--- src/rtl/shift_pkg.sv ---
// -----------------------------------------------------------------------------
// shift_pkg
// Shared definitions for the shift_serializer block: FSM state encodings and
// the state enum type used by the top-level controller.
//
// Configuration macro: SHIFT_SERIALIZER_PARITY_EN
//   defined   -> the PARITY state exists (one even-parity bit per word)
//   undefined -> only IDLE and SHIFT exist
// -----------------------------------------------------------------------------
package shift_pkg;

  localparam logic [1:0] ST_IDLE   = 2'd0;
  localparam logic [1:0] ST_SHIFT  = 2'd1;

`ifdef SHIFT_SERIALIZER_PARITY_EN
  localparam logic [1:0] ST_PARITY = 2'd2;

  typedef enum logic [1:0] {
    S_IDLE   = ST_IDLE,
    S_SHIFT  = ST_SHIFT,
    S_PARITY = ST_PARITY
  } state_e;
`else
  typedef enum logic [1:0] {
    S_IDLE  = ST_IDLE,
    S_SHIFT = ST_SHIFT
  } state_e;
`endif

endpackage

--- src/rtl/shift_serializer_if.sv ---
// -----------------------------------------------------------------------------
// shift_serializer_if
// Bundles the parallel-load handshake and the serial output of shift_serializer.
//
// Signals:
//   i_data       WIDTH  parallel word to serialize
//   i_valid      1      i_data is valid for transfer
//   o_ready      1      serializer accepts a word this cycle
//   i_shift_en   1      bit-advance enable (low stalls the stream)
//   o_dout       1      serial data bit
//   o_dout_valid 1      qualifies o_dout
//   o_last       1      marks the final serial bit of a word
//
// Modports:
//   master -> word producer / serial consumer (drives i_*)
//   slave  -> the serializer (drives o_*)
// -----------------------------------------------------------------------------
interface shift_serializer_if #(
  parameter int WIDTH = 8
);

  logic [WIDTH-1:0] i_data;
  logic             i_valid;
  logic             o_ready;
  logic             i_shift_en;
  logic             o_dout;
  logic             o_dout_valid;
  logic             o_last;

  modport master (
    output i_data,
    output i_valid,
    output i_shift_en,
    input  o_ready,
    input  o_dout,
    input  o_dout_valid,
    input  o_last
  );

  modport slave (
    input  i_data,
    input  i_valid,
    input  i_shift_en,
    output o_ready,
    output o_dout,
    output o_dout_valid,
    output o_last
  );

endinterface

--- src/rtl/shift_bit_counter.sv ---
// -----------------------------------------------------------------------------
// shift_bit_counter
// Down-counter tracking which data bit is currently on the serial output.
// Loads WIDTH-1 on word acceptance and decrements on each enabled advance,
// saturating at zero (never wraps).
//
// Ports:
//   i_clk    1   clock, rising edge
//   i_rst    1   asynchronous active-high reset (count -> 0)
//   i_load   1   load WIDTH-1 (has priority over i_en)
//   i_en     1   decrement by one if not already zero
//   o_count  CW  current count, CW = $clog2(WIDTH+1)
//   o_zero   1   count is zero
// -----------------------------------------------------------------------------
module shift_bit_counter #(
  parameter  int WIDTH = 8,
  localparam int CW    = $clog2(WIDTH + 1)
) (
  input  logic          i_clk,
  input  logic          i_rst,
  input  logic          i_load,
  input  logic          i_en,
  output logic [CW-1:0] o_count,
  output logic          o_zero
);

  logic [CW-1:0] r_count;

  // NOTE: sequential state uses non-blocking assignments so every register
  // samples the pre-edge values of the others, independent of statement order.
  always_ff @(posedge i_clk or posedge i_rst) begin
    if (i_rst) begin
      r_count <= '0;
    end else if (i_load) begin
      r_count <= CW'(WIDTH - 1);
    end else if (i_en && (r_count != '0)) begin
      r_count <= r_count - CW'(1);
    end
  end

  assign o_count = r_count;
  assign o_zero  = (r_count == '0);

endmodule

--- src/rtl/shift_serializer.sv ---
// -----------------------------------------------------------------------------
// shift_serializer
// Parallel-to-serial converter, MSB first. A word is accepted when i_valid and
// o_ready are both high at a rising edge; its MSB appears on o_dout one cycle
// later. Each cycle with i_shift_en high advances one bit; o_last flags the
// final bit, during which a new word may be accepted for gap-free streaming.
//
// Ports:
//   i_clk   1   clock, rising edge
//   i_rst   1   asynchronous active-high reset; aborts any word in progress
//   bus     shift_serializer_if.slave (i_data, i_valid, o_ready, i_shift_en,
//           o_dout, o_dout_valid, o_last)
//
// Configuration macro: SHIFT_SERIALIZER_PARITY_EN
//   When defined, an even-parity bit (XOR of all data bits) follows bit 0 in
//   state PARITY and carries o_last. When undefined, no parity logic exists
//   and a word is exactly WIDTH serial bits.
// -----------------------------------------------------------------------------
module shift_serializer
  import shift_pkg::*;
#(
  parameter  int WIDTH = 8,
  localparam int CW    = $clog2(WIDTH + 1)
) (
  input  logic                i_clk,
  input  logic                i_rst,
  shift_serializer_if.slave   bus
);

  state_e         r_state;
  logic [WIDTH-1:0] r_shreg;   // current bit always sits at the MSB
  logic           r_dout;
  logic           r_dout_valid;
  logic           r_last;
`ifdef SHIFT_SERIALIZER_PARITY_EN
  logic           r_parity;
`endif

  logic           w_ready;
  logic           w_accept;
  logic           w_advance;
  logic           w_cnt_en;
  logic [CW-1:0]  w_count;
  logic           w_zero;

  // Ready in IDLE, or while the final bit is being advanced out this cycle.
  assign w_ready   = (r_state == S_IDLE) || (r_last && bus.i_shift_en);
  assign w_accept  = bus.i_valid && w_ready;
  assign w_advance = bus.i_shift_en && (r_state != S_IDLE);
  assign w_cnt_en  = w_advance && (r_state == S_SHIFT);

  shift_bit_counter #(
    .WIDTH (WIDTH)
  ) u_bit_counter (
    .i_clk   (i_clk),
    .i_rst   (i_rst),
    .i_load  (w_accept),
    .i_en    (w_cnt_en),
    .o_count (w_count),
    .o_zero  (w_zero)
  );

  // NOTE: the shift register is reset along with the control state so no bit
  // of an aborted word can ever reappear on o_dout.
  always_ff @(posedge i_clk or posedge i_rst) begin
    if (i_rst) begin
      r_state      <= S_IDLE;
      r_shreg      <= '0;
      r_dout       <= 1'b0;
      r_dout_valid <= 1'b0;
      r_last       <= 1'b0;
`ifdef SHIFT_SERIALIZER_PARITY_EN
      r_parity     <= 1'b0;
`endif
    end else if (w_accept) begin
      // Load takes priority: in the final-bit cycle this gives back-to-back words.
      r_state      <= S_SHIFT;
      r_shreg      <= bus.i_data;
      r_dout       <= bus.i_data[WIDTH-1];
      r_dout_valid <= 1'b1;
      r_last       <= 1'b0;
`ifdef SHIFT_SERIALIZER_PARITY_EN
      r_parity     <= ^bus.i_data;
`endif
    end else if (w_advance) begin
      case (r_state)
        S_SHIFT: begin
          if (!w_zero) begin
            r_shreg <= {r_shreg[WIDTH-2:0], 1'b0};
            r_dout  <= r_shreg[WIDTH-2];
`ifdef SHIFT_SERIALIZER_PARITY_EN
            r_last  <= 1'b0;
`else
            // Next bit is bit 0 when the counter is about to reach zero.
            r_last  <= (w_count == CW'(1));
`endif
          end else begin
`ifdef SHIFT_SERIALIZER_PARITY_EN
            r_state <= S_PARITY;
            r_dout  <= r_parity;
            r_last  <= 1'b1;
`else
            r_state      <= S_IDLE;
            r_shreg      <= '0;
            r_dout       <= 1'b0;
            r_dout_valid <= 1'b0;
            r_last       <= 1'b0;
`endif
          end
        end
        default: begin
          // Final (parity) bit advanced with no new word: back to IDLE.
          r_state      <= S_IDLE;
          r_shreg      <= '0;
          r_dout       <= 1'b0;
          r_dout_valid <= 1'b0;
          r_last       <= 1'b0;
        end
      endcase
    end
  end

  assign bus.o_ready      = w_ready;
  assign bus.o_dout       = r_dout;
  assign bus.o_dout_valid = r_dout_valid;
  assign bus.o_last       = r_last;

endmodule

--- src/flat_wrapper.sv ---
// flat-port wrapper written by rule: the top's interface ports become plain ports
module shift_serializer_flat import shift_pkg::*;
#(
  parameter  int WIDTH = 8,
  localparam int CW    = $clog2(WIDTH + 1)
)
  (i_clk, i_rst, bus_i_data, bus_i_valid, bus_i_shift_en, bus_o_ready, bus_o_dout, bus_o_dout_valid, bus_o_last);
  shift_serializer_if #(.WIDTH(WIDTH)) bus_i ();
  input  logic i_clk;
  input  logic i_rst;
  input wire logic [$bits(bus_i.i_data)-1:0] bus_i_data;
  input wire logic [$bits(bus_i.i_valid)-1:0] bus_i_valid;
  input wire logic [$bits(bus_i.i_shift_en)-1:0] bus_i_shift_en;
  output wire logic [$bits(bus_i.o_ready)-1:0] bus_o_ready;
  output wire logic [$bits(bus_i.o_dout)-1:0] bus_o_dout;
  output wire logic [$bits(bus_i.o_dout_valid)-1:0] bus_o_dout_valid;
  output wire logic [$bits(bus_i.o_last)-1:0] bus_o_last;
  assign bus_i.i_data = bus_i_data;
  assign bus_i.i_valid = bus_i_valid;
  assign bus_i.i_shift_en = bus_i_shift_en;
  assign bus_o_ready = bus_i.o_ready;
  assign bus_o_dout = bus_i.o_dout;
  assign bus_o_dout_valid = bus_i.o_dout_valid;
  assign bus_o_last = bus_i.o_last;
  shift_serializer #(.WIDTH(WIDTH)) u_core (.i_clk(i_clk), .i_rst(i_rst), .bus(bus_i));
endmodule
--- config.mk ---
export PLATFORM = sky130hd
export DESIGN_NAME = shift_serializer_flat
export DESIGN_NICKNAME = d
export VERILOG_FILES = /design/src/rtl/shift_pkg.sv /design/src/rtl/shift_serializer_if.sv /design/src/rtl/shift_bit_counter.sv /design/src/rtl/shift_serializer.sv /design/src/flat_wrapper.sv
export SDC_FILE = /design/constraint.sdc
export NUM_CORES = 1
export LEC_CHECK = 0
export CAP_MARGIN = 25
export CORE_MARGIN = 5
export CORE_UTILIZATION = 45
export DETAILED_ROUTE_END_ITERATION = 10
export PLACE_DENSITY = 0.7
export SETUP_SLACK_MARGIN = 0.15
export SLEW_MARGIN = 25
export SYNTH_ARGS = -nofsm -noshare
export SYNTH_HDL_FRONTEND = slang
export SYNTH_SLANG_ARGS = --single-unit
--- constraint.sdc ---
create_clock -name i_clk -period 3.86 [get_ports i_clk]
set_clock_uncertainty 0.15 [all_clocks]
set_input_delay 0.772 -clock i_clk [delete_from_list [all_inputs] [get_ports i_clk]]
set_output_delay 0.772 -clock i_clk [all_outputs]
set_load 0.05 [all_outputs]
Word-level counts from Yosys, hierarchy flattened. Cells that the tools add are included.

Bits in registers: 16. Word-level logic and storage cells: 45. Input bits: 12.

Eq/ne operators: 3. Muxes and demuxes: 22. $add $sub $neg: 1. Reductions and logical operators: 13.

Operators with widths (number): 7-bit 2-to-1 mux (4); 1-bit 2-to-1 mux (12); 2-bit 2-to-1 mux (4); 4-bit 2-to-1 mux (2); 2-bit nonzero test (3); 1-bit logical AND (5); 4-bit by 1-bit == test with 1-bit output, second input constant (1); 4-bit zero test (1); 4-bit nonzero test (1); 4-bit by 1-bit subtractor with 4-bit output, second input constant (1); 3-bit by 2-bit != test with 1-bit output, second input constant (1); 2-bit by 1-bit == test with 1-bit output, second input constant (1); 2-bit zero test (1); 2-bit AND reduction (1); 1-bit logical OR (1).

Logic depth before layout (Yosys ltp).
Word-level depth: 6. Gate-level depth with buffers: 5. Depth with buffers taken out: 5.

Hierarchy. Synthesis repeated with hierarchy kept, for this count alone.

Cells, all modules: 69. Area total of the unflattened synthesis: 726.9 µm².

Modules (own cells, without submodules): shift_serializer (area each 493.0 µm², seq. area each 250.2 µm², instances 1, cells each 45); shift_bit_counter (area each 234.0 µm², seq. area each 100.1 µm², instances 1, cells each 24).

Worst setup path before layout. No wires, ideal clock.

Path kind: flip-flop to output port. From: register u_core.r_state[0]. To: output port bus_o_ready. Arrival: 1316 ps. Stages on the path, launching flop included: 4. Path slack: 1622 ps. Cells stage by stage: dfrtp_1 clkbuf_2 a21bo_2 buf_2.

Word-level cells in the longest chain between the ends: 2.

RTL lines: start: declaration (line shift_serializer.sv:30) `state_e r_state;`; start signal: assignment (line shift_serializer.sv:67) `r_state <= S_IDLE;`; start signal: assignment (line shift_serializer.sv:77) `r_state <= S_SHIFT;`; start signal: assignment (line shift_serializer.sv:103) `r_state <= S_IDLE;`; 2-bit zero test (line shift_serializer.sv:47) `assign w_ready = (r_state == S_IDLE) || (r_last && bus.i_shift_en);`; 1-bit logical OR (line shift_serializer.sv:47); end: declaration (line flat_wrapper.sv:14) `output wire logic [$bits(bus_i.o_ready)-1:0] bus_o_ready;`.

No other way between the ends.

Worst setup path after layout.
From: input port bus_i_shift_en. To: output port bus_o_ready.

Word-level cells in the longest chain between the ends: 2.

RTL lines: start: declaration (line flat_wrapper.sv:13) `input wire logic [$bits(bus_i.i_shift_en)-1:0] bus_i_shift_en;`; 1-bit logical AND (line shift_serializer.sv:47); 1-bit logical OR (line shift_serializer.sv:47).

No other way between the ends.

==> impl_metrics.env <==
export IMPL_cp_end_kind="primary output"
export IMPL_final_nets=103
export IMPL_start_kind="input port"
export IMPL_highest_layer="met4"
export IMPL_finalWorstSetupSlack_ns=0.441
export IMPL_hold_end="u_core.r_shreg[6]"
export IMPL_seq_area_frac_synth_pct=49.3
export IMPL_grt_usage_pct=13.3
export IMPL_yosysWarnings=0
export IMPL_maxCapViolCount=0
export IMPL_dp_worst_setup_slack_ns=0.459
export IMPL_die_y_um=49.7
export IMPL_dp_cells=100
export IMPL_r2r_cells=5
export IMPL_ctsLongestPathBuffers=2
export IMPL_drv_slew=0
export IMPL_cts_made_buffers=3
export IMPL_p_leak_nw=0.390
export IMPL_finalSetupViolCount=0
export IMPL_overflow=0
export IMPL_cts_resized=0
export IMPL_timing_hold_ws_ns=0.351
export IMPL_io_pin_count=16
export IMPL_setup_tns_ns=0
export IMPL_syn_area_um2=711
export IMPL_ys_ff_latch=14
export IMPL_synth_distinct_cells=25
export IMPL_rsz0062_at_grt="false"
export IMPL_rows=14
export IMPL_grt_pass1_vias=581
export IMPL_final_cells=104
export IMPL_layout_common_cells="15 x clkdlybuf4s50_1, 14 x dfrtp_1, 12 x nand2_1"
export IMPL_hpwl_um=1000
export IMPL_wl_met2_um=735
export IMPL_worst_slew_pin_slew_ns=0.700
export IMPL_drt_iter0_markers=17
export IMPL_final_core_utilization_pct=60.0
export IMPL_regToRegStartpoint="u_core.u_bit_counter.o_count[0]"
export IMPL_worstHoldStart="u_core.r_shreg[6]"
export IMPL_synth_nets=86
export IMPL_firstDrtPassIters=4
export IMPL_final_area_um2=903
export IMPL_cellPowerDensity_nw_per_um2=683
export IMPL_layout_commonest_cell="clkdlybuf4s50_1"
export IMPL_worstHoldPathCells=2
export IMPL_wl_met3_um=113
export IMPL_syn2layout_area_growth_pct=27.1
export IMPL_post_cts_setup_buffer_count=0
export IMPL_reg2reg_to="u_core.r_shreg[2]"
export IMPL_status="finished clean"
export IMPL_antenna_found_initial=0
export IMPL_netlist_instances=72
export IMPL_hold_path_class="reg2reg"
export IMPL_dpl_instance_area_um2=867
export IMPL_wl_met1_um=669
export IMPL_cts_tree="done"
export IMPL_portBuffers=15
export IMPL_core_area_um2=1510
export IMPL_vias=618
export IMPL_die_w_um=49.7
export IMPL_r2r_slack_ns=1.93
export IMPL_antenna_cells_inserted=0
export IMPL_crit_type="in2out"
export IMPL_period_needed_ns=3.42
export IMPL_wl_um=1540
export IMPL_period_share_pct=88.6
export IMPL_syn_area_per_cell_um2=9.87
export IMPL_relSlewSlack_pct=52.0
export IMPL_clk_pin_slew_ns=0.08
export IMPL_postCtsHoldBufs=0
export IMPL_vdd_drop_max_uv=276
export IMPL_hold_violations=0
export IMPL_viasPerCell=5.94
export IMPL_drive_above_1_share_pct=7.95
export IMPL_p_total_uw=617
export IMPL_worstPathRequired_ns=2.94
export IMPL_place_congestion=0.728
export IMPL_antenna_left=0
export IMPL_htreeDepth=1
export IMPL_dieArea_um2=2470
export IMPL_grt_pass1_wl_um=2540
export IMPL_clk_latency_ns=0.28
export IMPL_cts_sinks=14
export IMPL_fmax_ghz=0.292
export IMPL_grt_max_degree=15
export IMPL_post_drt_wl_per_cell_um=14.8
export IMPL_path_max_fanout=11
export IMPL_drc_errors=0
export IMPL_worst_ep_arrival_time_ns=2.50
export IMPL_clock_tree_root_cell="clkbuf_4"
export IMPL_start_util_pct=47.2
worst max-delay path by stage:
stage	start	end	slack, ns
4_1_cts	bus_i_shift_en	bus_o_ready	0.45
5_1_grt	bus_i_shift_en	bus_o_ready	0.41
3_5_place_dp	bus_i_shift_en	bus_o_ready	0.46
3_3_place_gp	bus_i_shift_en	bus_o_ready	0.50
2_1_floorplan	u_core.r_state[0]	bus_o_ready	1.62
6_report	bus_i_shift_en	bus_o_ready	0.44
Yosys cell counts:
| library cell | instances | area share [%] |
|---|---|---|
| clkbuf_1 | 1 | 0.53 |
| or3b_2 | 1 | 1.2 |
| or4_1 | 1 | 1.1 |
| nand3_1 | 2 | 1.4 |
| or3_1 | 2 | 1.8 |
| inv_1 | 5 | 2.6 |
| a21bo_2 | 1 | 1.4 |
| clkbuf_2 | 1 | 0.70 |
| buf_2 | 1 | 0.70 |
| xor2_1 | 1 | 1.2 |
| a21boi_1 | 1 | 1.1 |
| o31ai_1 | 1 | 1.1 |
| nor2_1 | 1 | 0.53 |
| a211o_1 | 1 | 1.2 |
| ha_1 | 2 | 3.5 |
| nand2_1 | 12 | 6.3 |
| mux2i_1 | 1 | 1.4 |
| o2111ai_1 | 1 | 1.2 |
| a32o_1 | 1 | 1.4 |
| o21ai_0 | 11 | 7.7 |
| dfrtp_1 | 14 | 49 |
| nor3b_1 | 1 | 1.1 |
| o311ai_0 | 1 | 1.2 |
| a32oi_1 | 7 | 8.6 |
| mux2_2 | 1 | 1.6 |
final cells by class:
| type | count | area (um2) |
|---|---|---|
| Fill cell | 135 | 603 |
| Clock buffer | 4 | 36.3 |
| Tap cell | 16 | 20.0 |
| Sequential cell | 14 | 350 |
| Multi-Input combinational cell | 50 | 328 |
| Timing Repair Buffer | 15 | 150 |
| Inverter | 5 | 18.8 |
logic make-up (layout without fill, tap and decap cells):
| kind of cell | count (synthesis) | after routing | synth area share [%] |
|---|---|---|---|
| muxes | 2 | 2 | 2.99 |
| and+or+nand+nor | 20 | 20 | 13.4 |
| AOI/OAI and AO/OA | 25 | 25 | 25.0 |
| adders and majority gates | 2 | 2 | 3.52 |
| buffers and inverters | 8 | 24 | 4.58 |
| xor gates and xnor gates | 1 | 1 | 1.23 |
| DFF | 14 | 14 | 49.3 |
critical path, cell delays in order:
cell	delay [ns]
clkdlybuf4s50_1	0.57
a21bo_2	0.30
clkdlybuf4s50_1	0.85
per-layer routing:
| layer | up-vias | GRT usage, % |
|---|---|---|
| li1 | 300 | - |
| met1 | 295 | 18.2 |
| met2 | 19 | 18.4 |
| met3 | 4 | 4.22 |
| met4 | 0 | 6.99 |
| met5 | - | 0 |
power by group:
part,internal (mW),leakage (nW),switching [mW]
Combinational,0.104,0.192,0.155
Clock,0.0574,0.0210,0.0489
Sequential,0.203,0.176,0.0490
Total,0.364,0.390,0.253
registers in the layout (all words and copies together), names as in the netlist:
register	count
u_core.bus.o_dout	1
u_core.r_state	1
u_core.r_shreg	7
u_core.bus.o_last	1
u_core.u_bit_counter.o_count	4
Power figures use the tool's default switching activity.
